`config.mk`:
```
export PLATFORM = sky130hd
export DESIGN_NAME = fpu_addsub_arbiter
export DESIGN_NICKNAME = d
export VERILOG_FILES = /design/src/rtl/fpu_addsub_arbiter.sv
export SDC_FILE = /design/constraint.sdc
export NUM_CORES = 1
export LEC_CHECK = 0
export CAP_MARGIN = 20
export CORE_AREA = 2 2 156 158
export CTS_CLUSTER_DIAMETER = 120
export DETAILED_ROUTE_END_ITERATION = 7
export DIE_AREA = 0 0 158 160
export SLEW_MARGIN = 20
export SYNTH_ARGS = -nofsm -noshare
export SYNTH_HDL_FRONTEND = slang
export SYNTH_SLANG_ARGS = --single-unit
export TNS_END_PERCENT = 10
```
`constraint.sdc`:
```
create_clock -name clk -period 5.7 [get_ports clk]
set_clock_uncertainty 0.1 [all_clocks]
set_input_delay 0.855 -clock clk [delete_from_list [all_inputs] [get_ports clk]]
set_output_delay 0.855 -clock clk [all_outputs]
set_load 0.01 [all_outputs]
```
`src/rtl/fpu_addsub_arbiter.sv`:
```
// rtl/fpu_addsub_arbiter.sv - round-robin arbiter sharing one add/sub unit among NREQ requesters
module fpu_addsub_arbiter #(
    parameter int NREQ    = 4,
    parameter int TIMEOUT = 64
) (
    input  logic                 clk,
    input  logic                 reset,
    input  logic [NREQ-1:0]      req,
    input  logic [NREQ-1:0]      oper_in,
    input  logic [32*NREQ-1:0]   a_in,
    input  logic [32*NREQ-1:0]   b_in,
    output logic [NREQ-1:0]      ack,
    output logic [NREQ-1:0]      done,
    output logic [31:0]          result,
    output logic                 err,
    output logic                 busy,
    output logic                 fu_start,
    output logic                 fu_oper,
    output logic [31:0]          fu_a,
    output logic [31:0]          fu_b,
    input  logic [31:0]          fu_r,
    input  logic                 fu_ready
);

    localparam int IW = (NREQ > 1) ? $clog2(NREQ) : 1;
    localparam int CW = $clog2(TIMEOUT);
    localparam logic [31:0] QNAN = 32'h7FC0_0000;

    typedef enum logic [1:0] {S_IDLE, S_BUSY, S_DONE, S_DRAIN} state_t;

    state_t          state;
    state_t          state_next;
    logic [IW-1:0]   last;
    logic [IW-1:0]   gnt;
    logic [IW-1:0]   cand;
    logic [IW-1:0]   pick;
    logic            pick_valid;
    logic [CW-1:0]   cnt;
    logic            timeout_hit;

    assign timeout_hit = (cnt == CW'(TIMEOUT - 1));

    // Round-robin search: first requester after the last winner, wrapping at NREQ
    always_comb begin
        cand       = last;
        pick       = '0;
        pick_valid = 1'b0;
        for (int k = 0; k < NREQ; k++) begin
            cand = (cand == IW'(NREQ - 1)) ? '0 : cand + IW'(1);
            if (!pick_valid && req[cand]) begin
                pick_valid = 1'b1;
                pick       = cand;
            end
        end
    end

    // Next-state logic; ready takes precedence over the watchdog in BUSY
    always_comb begin
        state_next = state;
        case (state)
            S_IDLE:  if (pick_valid) state_next = S_BUSY;
            S_BUSY:  if (fu_ready || timeout_hit) state_next = S_DONE;
            S_DONE:  state_next = S_DRAIN;
            S_DRAIN: if (!fu_ready) state_next = S_IDLE;
            default: state_next = S_IDLE;
        endcase
    end

    // State register
    always_ff @(posedge clk) begin
        if (reset) begin
            state <= S_IDLE;
        end else begin
            state <= state_next;
        end
    end

    // Registered outputs, operand latches, pointer and watchdog counter
    always_ff @(posedge clk) begin
        if (reset) begin
            ack      <= '0;
            done     <= '0;
            err      <= 1'b0;
            busy     <= 1'b0;
            result   <= '0;
            fu_start <= 1'b0;
            fu_oper  <= 1'b0;
            fu_a     <= '0;
            fu_b     <= '0;
            last     <= IW'(NREQ - 1);
            gnt      <= '0;
            cnt      <= '0;
        end else begin
            ack  <= '0;
            done <= '0;
            err  <= 1'b0;
            busy <= (state_next != S_IDLE);
            case (state)
                S_IDLE: begin
                    if (pick_valid) begin
                        fu_oper  <= oper_in[pick];
                        fu_a     <= a_in[{pick, 5'b0} +: 32];
                        fu_b     <= b_in[{pick, 5'b0} +: 32];
                        last     <= pick;
                        gnt      <= pick;
                        ack      <= NREQ'(1) << pick;
                        fu_start <= 1'b1;
                        cnt      <= '0;
                    end
                end
                S_BUSY: begin
                    cnt <= cnt + CW'(1);
                    if (fu_ready) begin
                        result   <= fu_r;
                        fu_start <= 1'b0;
                        done     <= NREQ'(1) << gnt;
                    end else if (timeout_hit) begin
                        result   <= QNAN;
                        err      <= 1'b1;
                        fu_start <= 1'b0;
                        done     <= NREQ'(1) << gnt;
                    end
                end
                S_DRAIN: begin
                    fu_start <= 1'b0;
                end
                default: begin
                end
            endcase
        end
    end

endmodule

```
==> impl_table.tex <==
\begin{tabular}{lr}
\hline
Metric & Value \\
\hline
\multicolumn{2}{l}{\textbf{Route}} \\
\quad Average vias per placed instance & 4.55 \\
\quad Violation count after the first detailed-route iteration & 219 \\
\quad Post-DRT Antenna Nets & 0 \\
\quad Detailed-routing iteration count for the pre-antenna-repair pass & 4 \\
\quad Total via count after detailed routing & 5968 \\
\quad WL/cell & 18.2 µm \\
\quad Post-detailed-route DRC marker count & 0 \\
\quad Drt total wl & 23900 µm \\
\multicolumn{2}{l}{\textbf{Clock network}} \\
\quad Maximum count of clock buffers along a single path & 2 \\
\quad Buffers inserted during post-CTS setup optimization & 0 \\
\quad Clock Latency Late Sink & 0.41 ns \\
\quad Clk Tree Root Cell & sky130\_fd\_sc\_hd\_\_clkbuf\_16 \\
\quad Number of clock buffers inserted by TritonCTS & 17 \\
\quad Sink Count & 120 \\
\quad Clock H-tree levels & 4 \\
\quad CTS tree & built \\
\quad Hold-fix buffer count after cts & 0 \\
\quad Number of gates given a new drive strength after cts & 0 \\
\quad Clk slew on worst S/H paths & 0.06 ns \\
\multicolumn{2}{l}{\textbf{Power}} \\
\quad Switching Power & 1040 µW \\
\quad Maximum ir drop on the vdd rail & 0.200 mV \\
\quad Part of the total power dissipated in combinational logic & 37.4\% \\
\quad Switching Share & 30.1\% \\
\quad Internal power & 2410 µW \\
\quad Clk pwr share & 31.9\% \\
\quad Leakage power figure & 0.00445 µW \\
\quad Cell Pwr Density & 323 nW/µm² \\
\quad Fraction of power consumed by sequential logic & 30.7\% \\
\multicolumn{2}{l}{\textbf{STA}} \\
\quad Pins over their slew limit & 0 \\
\quad Accumulated negative setup slack & 0 ns \\
\quad Hold Violations, Final & 0 \\
\quad Share of the cycle needed by the critical path after routing & 59.2\% \\
\quad Finish-stage setup viols & 0 \\
\quad Slew headroom & 33.2\% \\
\quad Fmax achieved & 296 MHz \\
\quad RSZ-0062 raised after global routing & no \\
\quad Post-route worst setup slack & 2.32 ns \\
\quad Time the final worst path needs with I/O delays and setup & 3.38 ns \\
\quad Measured slew at the worst slew-check pin & 1.00 ns \\
\multicolumn{2}{l}{\textbf{Synthesis}} \\
\quad Async set-reset flop share out of synthesis & 0\% \\
\quad Area fraction of the dominant cell type after synthesis & 41.0\% \\
\quad Commonest register cell after synthesis & sky130\_fd\_sc\_hd\_\_dfxtp\_1 \\
\quad Count of flip-flops with a built-in enable after synthesis & 0 \\
\quad Synth warn & 0 \\
\quad Net count after synthesis & 891 \\
\quad Cell type contributing the most total cell area after synthesis & sky130\_fd\_sc\_hd\_\_dfxtp\_1 \\
\quad Netlist area before placement & 5850 µm² \\
\quad Post-synthesis instance total & 590 \\
\quad Mapped Avg Cell Area & 9.92 µm² \\
\quad \#FFs+latches synth & 120 \\
\quad Sequential cell area fraction in the yosys report & 41.0\% \\
\quad Synth cell types & 41 \\
\quad Leading post-synthesis cells by cell area & sky130\_fd\_sc\_hd\_\_dfxtp\_1, sky130\_fd\_sc\_hd\_\_mux2i\_1, sky130\_fd\_sc\_hd\_\_a21o\_1 \\
\multicolumn{2}{l}{\textbf{Placement}} \\
\quad Setup slack after placement & 1.86 ns \\
\quad Dpl hpwl & 18300 µm \\
\quad Final estimated routing congestion in global placement & 0.767 \\
\quad Post-placement cell count & 1280 \\
\quad Count of buffers inserted at the top-level ports & 406 \\
\multicolumn{2}{l}{\textbf{Global routing}} \\
\quad Overflow left after global routing & 0 \\
\quad Number of global-route vias before repair & 6014 \\
\quad Global-route wire length before repair & 34300 µm \\
\quad Initial antenna violation count & 1 \\
\quad Global router's overall resource usage & 17.9\% \\
\quad Maximum number of pins on one net before global-route repair & 51 \\
\multicolumn{2}{l}{\textbf{Worst setup path}} \\
\quad Peak fanout along the critical path & 44 \\
\quad Class of the most critical setup path & in2reg \\
\quad Sort of element at the end of the critical path & flip-flop \\
\quad Reg-to-Reg Start & last[0]\$\_SDFFE\_PP1P\_ \\
\quad Required time of the critical path & 5.90 ns \\
\quad Critical Path Start Type & input pin \\
\quad Critical path cell sequence & clkdlybuf4s50\_1 > nor4\_1 > or3\_1 > nor2\_2 > nand2\_2 > buf\_4 > o22ai\_1 > a21o\_1 \\
\quad Capture instance of the worst register-to-register path & fu\_a[20]\$\_SDFFE\_PP0P\_ \\
\quad Delay of the slowest critical-path stage & 0.72 ns \\
\quad Buffers plus inverters on the worst setup path & 2 \\
\quad Worst-case register-to-register setup slack & 2.77 ns \\
\quad WP data arrival & 3.58 ns \\
\quad Top delay family on crit path & simple AND/OR/NAND/NOR gates \\
\quad Register-to-Register Path Depth & 8 \\
\quad Standard cell with the maximum stage delay on the critical path & sky130\_fd\_sc\_hd\_\_nand2\_2 \\
\multicolumn{2}{l}{\textbf{Min path}} \\
\quad Hold EP & fu\_b[7]\$\_SDFFE\_PP0P\_ \\
\quad Min-delay worst type & reg2reg \\
\quad Min-Delay Startpoint & fu\_b[7]\$\_SDFFE\_PP0P\_ \\
\quad Cells on Worst Hold Path & 1 \\
\multicolumn{2}{l}{\textbf{Finish}} \\
\quad Flip-flop and latch area & 2400 µm² \\
\quad Area of the multi-input gates & 3070 µm² \\
\quad Net count, final & 1276 \\
\quad Fraction of final layout cells sized beyond drive strength 1 & 5.67\% \\
\quad Final standard cell count with taps included and fillers excluded & 1313 \\
\quad Layout Area Growth over Synthesis & 82.2\% \\
\quad Total of fill cells in the finished design & 2377 \\
\multicolumn{2}{l}{\textbf{Outcome}} \\
\quad Status & finished clean \\
\multicolumn{2}{l}{\textbf{Run}} \\
\quad Total of max-cap violations & 0 \\
\multicolumn{2}{l}{\textbf{Die}} \\
\quad Placement row count & 57 \\
\quad Vertical die dimension & 160 µm \\
\quad \# IOs & 407 \\
\quad Die Area & 25300 µm² \\
\quad Core area & 23800 µm² \\
\quad Starting utilization of the core area & 24.6\% \\
\quad Die Wd & 158 µm \\
\hline
\end{tabular}
-- worst max-delay path by stage --
stage | startpoint | endpoint | slack [ns] | cells past startpoint
after floorplan | req[3] | fu_a[30]$_SDFFE_PP0P_ | 3.31 | 9
after global placement | req[1] | fu_a[1]$_SDFFE_PP0P_ | 1.93 | 8
after detailed placement | req[1] | fu_a[14]$_SDFFE_PP0P_ | 1.86 | 8
after CTS | req[1] | fu_a[14]$_SDFFE_PP0P_ | 2.31 | 8
after global routing | req[1] | fu_a[8]$_SDFFE_PP0P_ | 2.14 | 8
final | req[1] | fu_a[8]$_SDFFE_PP0P_ | 2.32 | 8
-- state kept, by name, indices dropped and copies added, names as in the netlist, 2 cells and up --
name / cells
state: 2
result: 32
gnt: 2
done: 4
fu_b: 32
ack: 4
fu_a: 32
last: 2
cnt: 6
-- power groups by stage --
stage / Clock [µW] / Sequential [µW] / Combinational, µW
2_1_floorplan: 0 / 1130 / 666
3_3_place_gp: 0 / 1070 / 1310
3_5_place_dp: 0 / 1070 / 1300
4_1_cts: 1130 / 1060 / 1310
5_1_grt: 1170 / 1070 / 1380
6_report: 1100 / 1060 / 1290
-- per-layer routing --
metal	track usage, %	share of wire [%]	vias to the layer above
li1	-	-	2956
met1	20.2	40	2745
met2	31.5	49	229
met3	5.64	8.1	36
met4	6.27	2.7	2
met5	0	0.034	-
-- final cells by class --
type	instances	area share, %
antenna	1	0.0235
sequential	120	22.5
clock inverter	12	1.41
clock buffer	20	4.28
inverter	6	0.211
timing repair buffer	415	38.9
tap	324	3.80
multi-input combinational	415	28.8
-- worst register-to-register path: stages, from the launching register on --
cell and delay [ns]:
sky130_fd_sc_hd__dfxtp_1 0.33, sky130_fd_sc_hd__ha_1 0.19, sky130_fd_sc_hd__or2_4 0.25, sky130_fd_sc_hd__a221oi_2 0.29, sky130_fd_sc_hd__o22a_4 0.66, sky130_fd_sc_hd__buf_12 0.33, sky130_fd_sc_hd__mux2i_1 0.37, sky130_fd_sc_hd__o22ai_1 0.11
sky130_fd_sc_hd__a21o_1 0.19
-- cells in the mapped netlist, types with 3 or more instances --
| cell | instances |
|---|---|
| sky130_fd_sc_hd__inv_1 | 3 |
| sky130_fd_sc_hd__a21oi_1 | 12 |
| sky130_fd_sc_hd__clkbuf_4 | 6 |
| sky130_fd_sc_hd__nor2_1 | 59 |
| sky130_fd_sc_hd__a22oi_1 | 23 |
| sky130_fd_sc_hd__dfxtp_1 | 120 |
| sky130_fd_sc_hd__nor3_1 | 13 |
| sky130_fd_sc_hd__mux2i_1 | 130 |
| sky130_fd_sc_hd__buf_2 | 9 |
| sky130_fd_sc_hd__inv_2 | 3 |
| sky130_fd_sc_hd__a21o_1 | 66 |
| sky130_fd_sc_hd__buf_4 | 6 |
| sky130_fd_sc_hd__o22ai_1 | 63 |
| sky130_fd_sc_hd__clkbuf_1 | 19 |
| sky130_fd_sc_hd__o21ai_0 | 5 |
| sky130_fd_sc_hd__buf_12 | 8 |
| sky130_fd_sc_hd__nand2_1 | 10 |
| sky130_fd_sc_hd__nand3_1 | 4 |
-- cell families (layout without fill, tap and decap cells) --
logic type	after synthesis	in the layout	share of synthesized area [%]
mux	131	131	22.4
simple gates	100	100	7.52
xor+xnor	1	1	0.150
buf+inv	55	453	6.84
other cells	0	1	0
fa+ha+maj	2	2	0.427
compound gates	181	181	21.6
flops	120	120	41.0
-- metrics by stage --
stage / hold slack [ns] / cell area (µm²) / total power (µW) / utilization, %
CTS: 0.351 / 10700 / 3500 / 44.8
detailed placement: 0.338 / 10100 / 2380 / 42.2
finish: 0.347 / 10700 / 3440 / 44.8
global placement: 0.333 / 10100 / 2380 / 42.2
floorplan: 0.330 / 5850 / 1800 / -
global route: 0.363 / 10700 / 3620 / 44.8
-- cells in the final DEF, fill, tap and decap left out, types with 2 or more instances in the layout --
cell                              synthesis  layout
sky130_fd_sc_hd__a22oi_1                 23      23
sky130_fd_sc_hd__nor3_1                  13      13
sky130_fd_sc_hd__clkinv_4                 0       2
sky130_fd_sc_hd__a21o_1                  66      66
sky130_fd_sc_hd__o21ai_1                  2       2
sky130_fd_sc_hd__clkdlybuf4s50_1          0     405
sky130_fd_sc_hd__nand3_1                  4       4
sky130_fd_sc_hd__clkinvlp_4               0       3
sky130_fd_sc_hd__o21ai_0                  5       5
sky130_fd_sc_hd__o22ai_1                 63      63
sky130_fd_sc_hd__clkbuf_16                0      17
sky130_fd_sc_hd__ha_1                     2       2
sky130_fd_sc_hd__nand2_1                 10       9
sky130_fd_sc_hd__nand3b_1                 2       2
sky130_fd_sc_hd__inv_1                    3       3
sky130_fd_sc_hd__and3_1                   2       2
sky130_fd_sc_hd__a21oi_1                 12      12
sky130_fd_sc_hd__dfxtp_1                120     120
sky130_fd_sc_hd__nor4_1                   2       2
sky130_fd_sc_hd__bufinv_16                0       3
sky130_fd_sc_hd__buf_4                    6       7
sky130_fd_sc_hd__clkbuf_8                 0       2
sky130_fd_sc_hd__o22ai_2                  2       2
sky130_fd_sc_hd__nor2_1                  59      58
sky130_fd_sc_hd__clkinv_2                 0       4
sky130_fd_sc_hd__a221oi_2                 2       2
sky130_fd_sc_hd__mux2i_1                130     130
sky130_fd_sc_hd__inv_2                    3       3
sky130_fd_sc_hd__buf_12                   8       2
Note: power is estimated with default switching activity, not from simulation.
